$ cat config.mk
export PLATFORM = sky130hd
export DESIGN_NAME = wide_add_seq
export DESIGN_NICKNAME = d
export VERILOG_FILES = /design/src/rtl/wide_add_seq.sv
export SDC_FILE = /design/constraint.sdc
export NUM_CORES = 1
export LEC_CHECK = 0
export BUFFER_PORTS_ARGS = -buffer_cell sky130_fd_sc_hd__buf_4
export CAP_MARGIN = 20
export CELL_PAD_IN_SITES_DETAIL_PLACEMENT = 0
export CELL_PAD_IN_SITES_GLOBAL_PLACEMENT = 2
export CORE_UTILIZATION = 33
export CTS_CLUSTER_DIAMETER = 40
export DETAILED_ROUTE_END_ITERATION = 8
export PLACE_DENSITY_LB_ADDON = 0.1
export RECOVER_POWER = 100
export SETUP_SLACK_MARGIN = 0.02
export SLEW_MARGIN = 20
export SYNTH_ARGS = -nofsm -noshare
export SYNTH_HDL_FRONTEND = slang
export SYNTH_SLANG_ARGS = --single-unit
$ cat constraint.sdc
create_clock -name clk -period 3.5 [get_ports clk]
set_input_delay 0.35 -clock clk [delete_from_list [all_inputs] [get_ports clk]]
set_output_delay 0.35 -clock clk [all_outputs]
set_load 0.01 [all_outputs]
$ cat src/rtl/wide_add_seq.sv
// wide_add_seq: multi-cycle WIDTH-bit adder/subtractor built from one external SLICE-bit
// carry-lookahead slice. It uses the slice once per beat for WIDTH/SLICE beats. The carry
// from each beat is held in a register and fed into the next beat.
//
// Ports:
//   clk, rst_n                      clock, asynchronous active-low reset
//   req_valid_i / req_ready_o       request handshake; req_ready_o is high only in idle
//   req_a_i, req_b_i, req_sub_i     operands and op select (1 = a - b); sampled at accept only
//   abort_i                         cancels an operation that is running (ignored otherwise)
//   resp_valid_o / resp_ready_i     response handshake; outputs stay stable until taken
//   resp_sum_o, resp_cout_o         result and carry out of the MSB (sub: 1 = no borrow)
//   resp_ovf_o                      two's-complement signed overflow
//   add_a_o, add_b_o, add_cin_o     drive the external slice (zero outside RUN)
//   add_sum_i, add_cout_i           combinational result from the external slice
module wide_add_seq #(
    parameter int unsigned WIDTH = 64,
    parameter int unsigned SLICE = 16
) (
    input  logic             clk,
    input  logic             rst_n,
    input  logic             req_valid_i,
    output logic             req_ready_o,
    input  logic [WIDTH-1:0] req_a_i,
    input  logic [WIDTH-1:0] req_b_i,
    input  logic             req_sub_i,
    input  logic             abort_i,
    output logic             resp_valid_o,
    input  logic             resp_ready_i,
    output logic [WIDTH-1:0] resp_sum_o,
    output logic             resp_cout_o,
    output logic             resp_ovf_o,
    output logic [SLICE-1:0] add_a_o,
    output logic [SLICE-1:0] add_b_o,
    output logic             add_cin_o,
    input  logic [SLICE-1:0] add_sum_i,
    input  logic             add_cout_i
);

    localparam int unsigned NBEATS = WIDTH / SLICE;
    localparam int unsigned BeatW  = (NBEATS > 1) ? $clog2(NBEATS) : 1;
    localparam logic [BeatW-1:0] LastBeat = BeatW'(NBEATS - 1);

    typedef enum logic [1:0] {StIdle, StRun, StDone} state_e;

    state_e             state_q, state_d;
    logic [WIDTH-1:0]   a_q, a_d;
    logic [WIDTH-1:0]   b_q, b_d;        // B already inverted for subtract
    logic [WIDTH-1:0]   result_q, result_d;
    logic               carry_q, carry_d;
    logic [BeatW-1:0]   beat_q, beat_d;
    int unsigned        off;

    assign off = 32'(beat_q) * SLICE;

    always_comb begin
        state_d   = state_q;
        a_d       = a_q;
        b_d       = b_q;
        result_d  = result_q;
        carry_d   = carry_q;
        beat_d    = beat_q;
        add_a_o   = '0;
        add_b_o   = '0;
        add_cin_o = 1'b0;
        unique case (state_q)
            StIdle: begin
                if (req_valid_i) begin
                    a_d      = req_a_i;
                    b_d      = req_sub_i ? ~req_b_i : req_b_i;
                    // A subtract is A + ~B + 1, so the +1 comes in as the first carry.
                    carry_d  = req_sub_i;
                    beat_d   = '0;
                    result_d = '0;
                    state_d  = StRun;
                end
            end
            StRun: begin
                add_a_o   = a_q[off +: SLICE];
                add_b_o   = b_q[off +: SLICE];
                add_cin_o = carry_q;
                if (abort_i) begin
                    beat_d  = '0;
                    state_d = StIdle;
                end else begin
                    result_d[off +: SLICE] = add_sum_i;
                    carry_d = add_cout_i;
                    beat_d  = beat_q + BeatW'(1);
                    if (beat_q == LastBeat) begin
                        state_d = StDone;
                    end
                end
            end
            StDone: begin
                if (resp_ready_i) begin
                    state_d = StIdle;
                end
            end
            default: state_d = StIdle;
        endcase
    end

    always_ff @(posedge clk or negedge rst_n) begin
        if (!rst_n) begin
            state_q  <= StIdle;
            a_q      <= '0;
            b_q      <= '0;
            result_q <= '0;
            carry_q  <= 1'b0;
            beat_q   <= '0;
        end else begin
            state_q  <= state_d;
            a_q      <= a_d;
            b_q      <= b_d;
            result_q <= result_d;
            carry_q  <= carry_d;
            beat_q   <= beat_d;
        end
    end

    logic done;
    assign done         = (state_q == StDone);
    assign req_ready_o  = (state_q == StIdle);
    assign resp_valid_o = done;
    assign resp_sum_o   = done ? result_q : '0;
    assign resp_cout_o  = done & carry_q;
    // Same-sign operands (after the B inversion) that give a result of the other sign.
    assign resp_ovf_o   = done & (a_q[WIDTH-1] == b_q[WIDTH-1])
                               & (result_q[WIDTH-1] != a_q[WIDTH-1]);

endmodule

==> impl_metrics.py, run 1 <==
metrics = {
    "outcome": {
        "status": "finished, violations left",
        "violations": "capacitance limit, slew limit",
    },
    "route": {
        "wl_per_cell_um": 17.5,
        "vias": 7388,
        "first_iter_violations": 426,
        "ant_nets": 0,
        "route.detailed.drc": 0,
        "dr.pass1.iters": 4,
        "wirelength_um": 28000,
        "vias_per_cell": 4.61,
    },
    "synthesis": {
        "yosys.cell_count.top_type": "nand2_1",
        "yosys.area.top_type": "dfrtp_1",
        "postSynthCellCount": 992,
        "synthDominantCellAreaShare": 0.481,
        "netlist_area_mm2": 0.0102,
        "ys_top_cells_by_area": "dfrtp_1, nand2_1, mux4_2",
        "synth-seq-cells": 197,
        "yosys_warnings": 0,
        "syn_avg_cell_area_um2": 10.3,
        "yosysUniqueCellTypes": 35,
        "synth_common_cells": "nand2_1, dfrtp_1, and2_1",
        "synth-async-reset-ratio": 1.00,
        "ys.flop_type": "dfrtp_1",
        "yosysSeqAreaShare": 0.481,
        "synth.net_count": 1149,
        "synth_edf_count": 0,
    },
    "floorplan": {
        "dieArea_mm2": 0.0317,
        "initial_utilization": 0.335,
        "die_y_um": 178,
        "rows": 64,
        "die_width_um": 178,
        "boundaryPins": 252,
        "core_mm2": 0.0306,
    },
    "finish": {
        "drive_gt1_frac": 0.255,
        "final_nets": 1353,
        "n_antenna_cell": 0,
        "layout.cells.non_filler": 1604,
        "area_growth_syn_to_layout_pct": 22.6,
    },
    "clock_tree": {
        "cts_hold_buf": 0,
        "clkTransAtPathRegs_ns": 0.07,
        "cts_resized": 0,
        "htreeDepth": 4,
        "cts.sinks": 197,
        "post-cts-setup-buffers": 0,
        "clock_latency_ns": 0.43,
        "max-clock-path-buffers": 2,
        "cts_tree": "yes",
        "cts-buffers-inserted": 17,
        "root_buffer": "clkbuf_16",
    },
    "global_route": {
        "grt-ovfl-total": 0,
        "grt.busiest_layer": "met2",
        "grt_use_met3": 0.0465,
        "grt_pass1_wl_um": 43600,
        "grt_use_total": 0.181,
        "met1_usage": 0.244,
        "grt_max_degree": 91,
        "grt_pass1_vias": 7659,
        "grt_use_met2": 0.294,
        "antenna_found_initial": 0,
    },
    "placed_design": {
        "gp_congestion": 0.771,
        "dp_cells": 1573,
        "hpwl_um": 19200,
        "portBuffers": 251,
    },
    "pwr": {
        "power.density_mw_per_mm2": 616,
        "p_int_mw": 5.03,
        "combPwrFrac": 0.333,
        "ir_drop_v": 0.000361,
        "design_power_total_mw": 7.74,
        "power.leakage_nw": 6.03,
        "p_sw_mw": 2.71,
        "seq_power_share": 0.420,
        "swShare": 0.350,
        "p_clk_frac": 0.247,
    },
    "sta": {
        "setup_tns_ns": 0,
        "rsz0062_at_grt": "false",
        "slew_headroom": -0.600,
        "hold_viol": 0,
        "setup_viol": 0,
        "tightest_slew_ns": 2.40,
        "drv_slew": 177,
        "fin_crit_ns": 2.93,
        "clock_skew_ns": 0.0169,
        "max_clock_freq_mhz": 341,
        "min_period_over_period": 0.838,
    },
    "critical_path": {
        "critPathArrivalTime_ns": 2.58,
        "required_ns": 3.15,
        "critPathCaptureType": "output pin",
        "cp_max_fo": 31,
        "startpoint_type": "flop",
        "path_class": "reg2out",
    },
    "run": {
        "cap_violations": 2,
    },
    "hold_path": {
        "hold_class": "in2reg",
    },
}
==> routing by layer <==
layer  vias to the layer above  wire length, µm
met3                         9             1630
met2                       173            13300
met1                      3524            12900
met5                         -                0
li1                       3682                -
met4                         0              234
==> cell families after synthesis <==
| logic type | count (synthesis) | synth area share |
|---|---|---|
| buf+inv | 85 | 0.0462 |
| xor+xnor | 64 | 0.0547 |
| flops | 197 | 0.481 |
| fa+ha+maj | 6 | 0.00733 |
| mux | 96 | 0.152 |
| simple gates | 469 | 0.214 |
| compound gates | 75 | 0.0447 |
==> metrics by stage <==
stage | setup slack, ns | instance area [µm²] | hold WS, ns | utilization
final | 0.567 | 12600 | 0.0993 | 0.411
after floorplan | 1.00 | 10200 | 0.0544 | -
after global routing | 0.370 | 12600 | 0.0811 | 0.411
after detailed placement | 0.880 | 12300 | 0.461 | 0.403
after global placement | 0.978 | 12300 | 0.454 | 0.403
after CTS | 0.756 | 12900 | 0.000798 | 0.422
==> area by class of cell <==
cell class                      count  area [µm²]
Inverter                            5        18.8
Clock inverter                     12         114
Sequential cell                   197        4930
Tap cell                          396         495
Clock buffer                       19         453
Multi-Input combinational cell    710        4730
Fill cell                        3181       18000
Timing Repair Buffer              265        1810
==> critical path: stages (launching register included) <==
cell,delay (ns)
dfrtp_1,0.47
nand2b_1,0.83
buf_12,0.47
nor2b_1,0.20
clkbuf_1,0.17
==> layout by cell type, fill, tap and decap left out, types with 17 or more instances in the layout <==
cell	Yosys	final
dfrtp_1	197	195
and3_1	33	33
nand2_1	290	290
clkbuf_16	0	17
xnor2_1	64	64
nor2b_1	33	33
mux2_2	24	24
mux4_2	32	32
o21ai_0	65	65
and2_1	66	18
mux2_1	10	38
and2_0	0	48
clkbuf_1	30	55
buf_4	2	204
==> path summary, 6_finish.rpt <==
path                                   start  slack, ns           end  depth (start not counted)
worst min-delay path            resp_ready_i        0.1    state_q[1]                          2
worst max register to register     beat_q[0]       0.83   result_q[3]                          4
worst min register to register       a_q[31]       0.47       a_q[31]                          2
max in group asynchronous              rst_n       0.97   result_q[4]                          2
worst max-delay path              state_q[1]       0.57    add_a_o[0]                          4
min in group asynchronous              rst_n       0.63  result_q[57]                          1
==> state kept, by name (all words and copies together) (netlist names) <==
signal    count
beat_q        2
carry_q       1
b_q          64
a_q          64
result_q     64
state_q       2
==> power groups by stage <==
stage          Clock [mW]  Combinational, mW  Sequential [mW]
3_5_place_dp            0               2.83             3.29
3_3_place_gp            0               2.81             3.28
6_report             1.91               2.58             3.25
4_1_cts              1.98               2.84             3.26
5_1_grt              2.07               2.90             3.34
2_1_floorplan           0               2.07             3.14
No activity file was read; power rests on OpenSTA's default activity.
==> run 2: changes to the inputs <==
--- a/config.mk
+++ b/config.mk
@@ -9,7 +9,7 @@
 export CAP_MARGIN = 20
 export CELL_PAD_IN_SITES_DETAIL_PLACEMENT = 0
 export CELL_PAD_IN_SITES_GLOBAL_PLACEMENT = 2
-export CORE_UTILIZATION = 33
+export CORE_UTILIZATION = 30
 export CTS_CLUSTER_DIAMETER = 40
 export DETAILED_ROUTE_END_ITERATION = 8
 export PLACE_DENSITY_LB_ADDON = 0.1
==> constraint.sdc (replaced) <==
create_clock -name clk -period 2.55 [get_ports clk]
set_input_delay 0.255 -clock clk [delete_from_list [all_inputs] [get_ports clk]]
set_output_delay 0.255 -clock clk [all_outputs]
set_load 0.01 [all_outputs]
==> run 2 against run 1 <==
Effect of this change: the flow still finishes with violations (capacitance limit, slew limit); worst hold slack worse by 0.074 ns; sequential power grew 36%; clock-buffer cell count grew 1; flip-flop and latch count stayed put; setup slack lost 0.35 ns; global-route usage is 0.76 points lower; largest cell class unchanged.
==> impl_metrics.py, run 2 (synthesized netlist as in run 1, its figures left out) <==
metrics = {
    "critical_path": {
        "path_class": "reg2out",
        "startpoint_type": "flop",
        "required_ns": 2.30,
        "critPathCaptureType": "output pin",
        "critPathArrivalTime_ns": 2.08,
        "cp_max_fo": 14,
    },
    "pwr": {
        "power.leakage_nw": 6.37,
        "design_power_total_mw": 11.2,
        "power.density_mw_per_mm2": 831,
        "ir_drop_v": 0.000521,
    },
    "route": {
        "wl_per_cell_um": 16.8,
        "route.detailed.drc": 0,
        "wirelength_um": 29000,
        "vias_per_cell": 4.44,
        "first_iter_violations": 428,
        "dr.pass1.iters": 4,
        "ant_nets": 0,
        "vias": 7681,
    },
    "floorplan": {
        "boundaryPins": 252,
        "die_width_um": 187,
        "core_mm2": 0.0335,
        "rows": 67,
        "initial_utilization": 0.305,
        "dieArea_mm2": 0.0349,
        "die_y_um": 187,
    },
    "placed_design": {
        "gp_congestion": 0.721,
        "portBuffers": 251,
        "dp_cells": 1636,
        "place_area_mm2": 0.0125,
        "place_ws_ns": 0.326,
        "hpwl_um": 20000,
    },
    "clock_tree": {
        "htreeDepth": 4,
        "cts_tree": "yes",
        "root_buffer": "clkbuf_16",
        "cts.sinks": 197,
        "post-cts-setup-buffers": 0,
        "max-clock-path-buffers": 2,
        "cts-buffers-inserted": 17,
        "clock_latency_ns": 0.44,
        "clkTransAtPathRegs_ns": 0.07,
    },
    "sta": {
        "min_period_over_period": 0.916,
        "hold_viol": 0,
        "setup_viol": 0,
        "drv_slew": 72,
        "rsz0062_at_grt": "false",
        "hold_slack_ns": 0.0257,
        "max_clock_freq_mhz": 428,
        "setup_ws_ns": 0.215,
        "clock_skew_ns": 0.00579,
        "tightest_slew_ns": 2.04,
        "slew_headroom": -0.360,
        "setup_tns_ns": 0,
        "fin_crit_ns": 2.34,
    },
    "global_route": {
        "grt-ovfl-total": 0,
        "grt_use_total": 0.173,
        "grt_max_degree": 91,
        "antenna_found_initial": 1,
        "grt_pass1_wl_um": 46900,
        "grt_pass1_vias": 8118,
    },
    "run": {
        "cap_violations": 1,
    },
    "finish": {
        "nFillCells": 3509,
        "final_nets": 1426,
        "multi_input_area_mm2": 0.00473,
        "final_common_cell": "nand2_1",
        "area_growth_syn_to_layout_pct": 31.1,
        "finalInstanceArea_mm2": 0.0134,
        "final_cell_mix": "nand2_1, buf_4, dfrtp_1",
        "reg_top3": "a_q x64, b_q x64, result_q x64",
        "fin_util": 0.400,
        "layout.cells.non_filler": 1731,
        "drive_gt1_frac": 0.244,
        "seqCellArea_mm2": 0.00493,
    },
    "outcome": {
        "status": "finished, violations left",
        "violations": "capacitance limit, slew limit",
    },
    "hold_path": {
        "hold_class": "in2reg",
    },
}
-- run 2: changes by cell type in the layout (fill, tap and decap cells not counted), moves of 5 or more --
cell           delta
dlygate4sd3_1    +62
and2_0           -11
and2_1           +11
clkinv_4          -6
clkbuf_1          +5
-- run 2: worst paths after layout --
check	from	to	slack, ns	depth (start not counted)
worst max-delay path	beat_q[0]	add_a_o[15]	0.21	4
worst min-delay path	req_a_i[26]	a_q[26]	0.03	3
worst max register to register	beat_q[0]	result_q[50]	0.31	5
worst min register to register	a_q[43]	a_q[43]	0.47	2
max in group asynchronous	rst_n	result_q[34]	0.40	2
min in group asynchronous	rst_n	result_q[58]	0.93	2
-- run 2: worst max-delay path, stage by stage (launching register included) --
cell	delay [ns]
dfrtp_4	0.44
buf_4	0.33
mux4_2	0.55
nor2b_1	0.14
clkbuf_1	0.16
-- run 2: what timing repair did --
action / 4_1_cts / 5_1_grt
resized for setup: 0 / 1
setup endpoints to repair: 0 / 1
hold buffers: 62 / 0
endpoints found under the hold margin: 132 / 0
-- run 2: area by class of cell --
| cell class | count | share of cell area |
|---|---|---|
| Sequential cell | 197 | 0.368 |
| Timing Repair Buffer | 338 | 0.189 |
| Tap cell | 448 | 0.0418 |
| Clock buffer | 20 | 0.0348 |
| Inverter | 5 | 0.00140 |
| Multi-Input combinational cell | 710 | 0.353 |
| Antenna cell | 1 | 0.000186 |
| Clock inverter | 12 | 0.0130 |
-- run 2: power by group --
group	switching [mW]	internal [mW]	total (mW)
registers	0.446	3.96	4.41
clock network	1.26	1.72	2.98
logic	2.02	1.74	3.76
total	3.73	7.42	11.2
-- run 2: routing by layer --
metal / GRT usage / vias up / routed length, µm
met5: 0 / - / 0
met4: 0.0489 / 0 / 342
met3: 0.0333 / 17 / 1040
met2: 0.279 / 160 / 13800
met1: 0.237 / 3686 / 13900
li1: - / 3818 / -
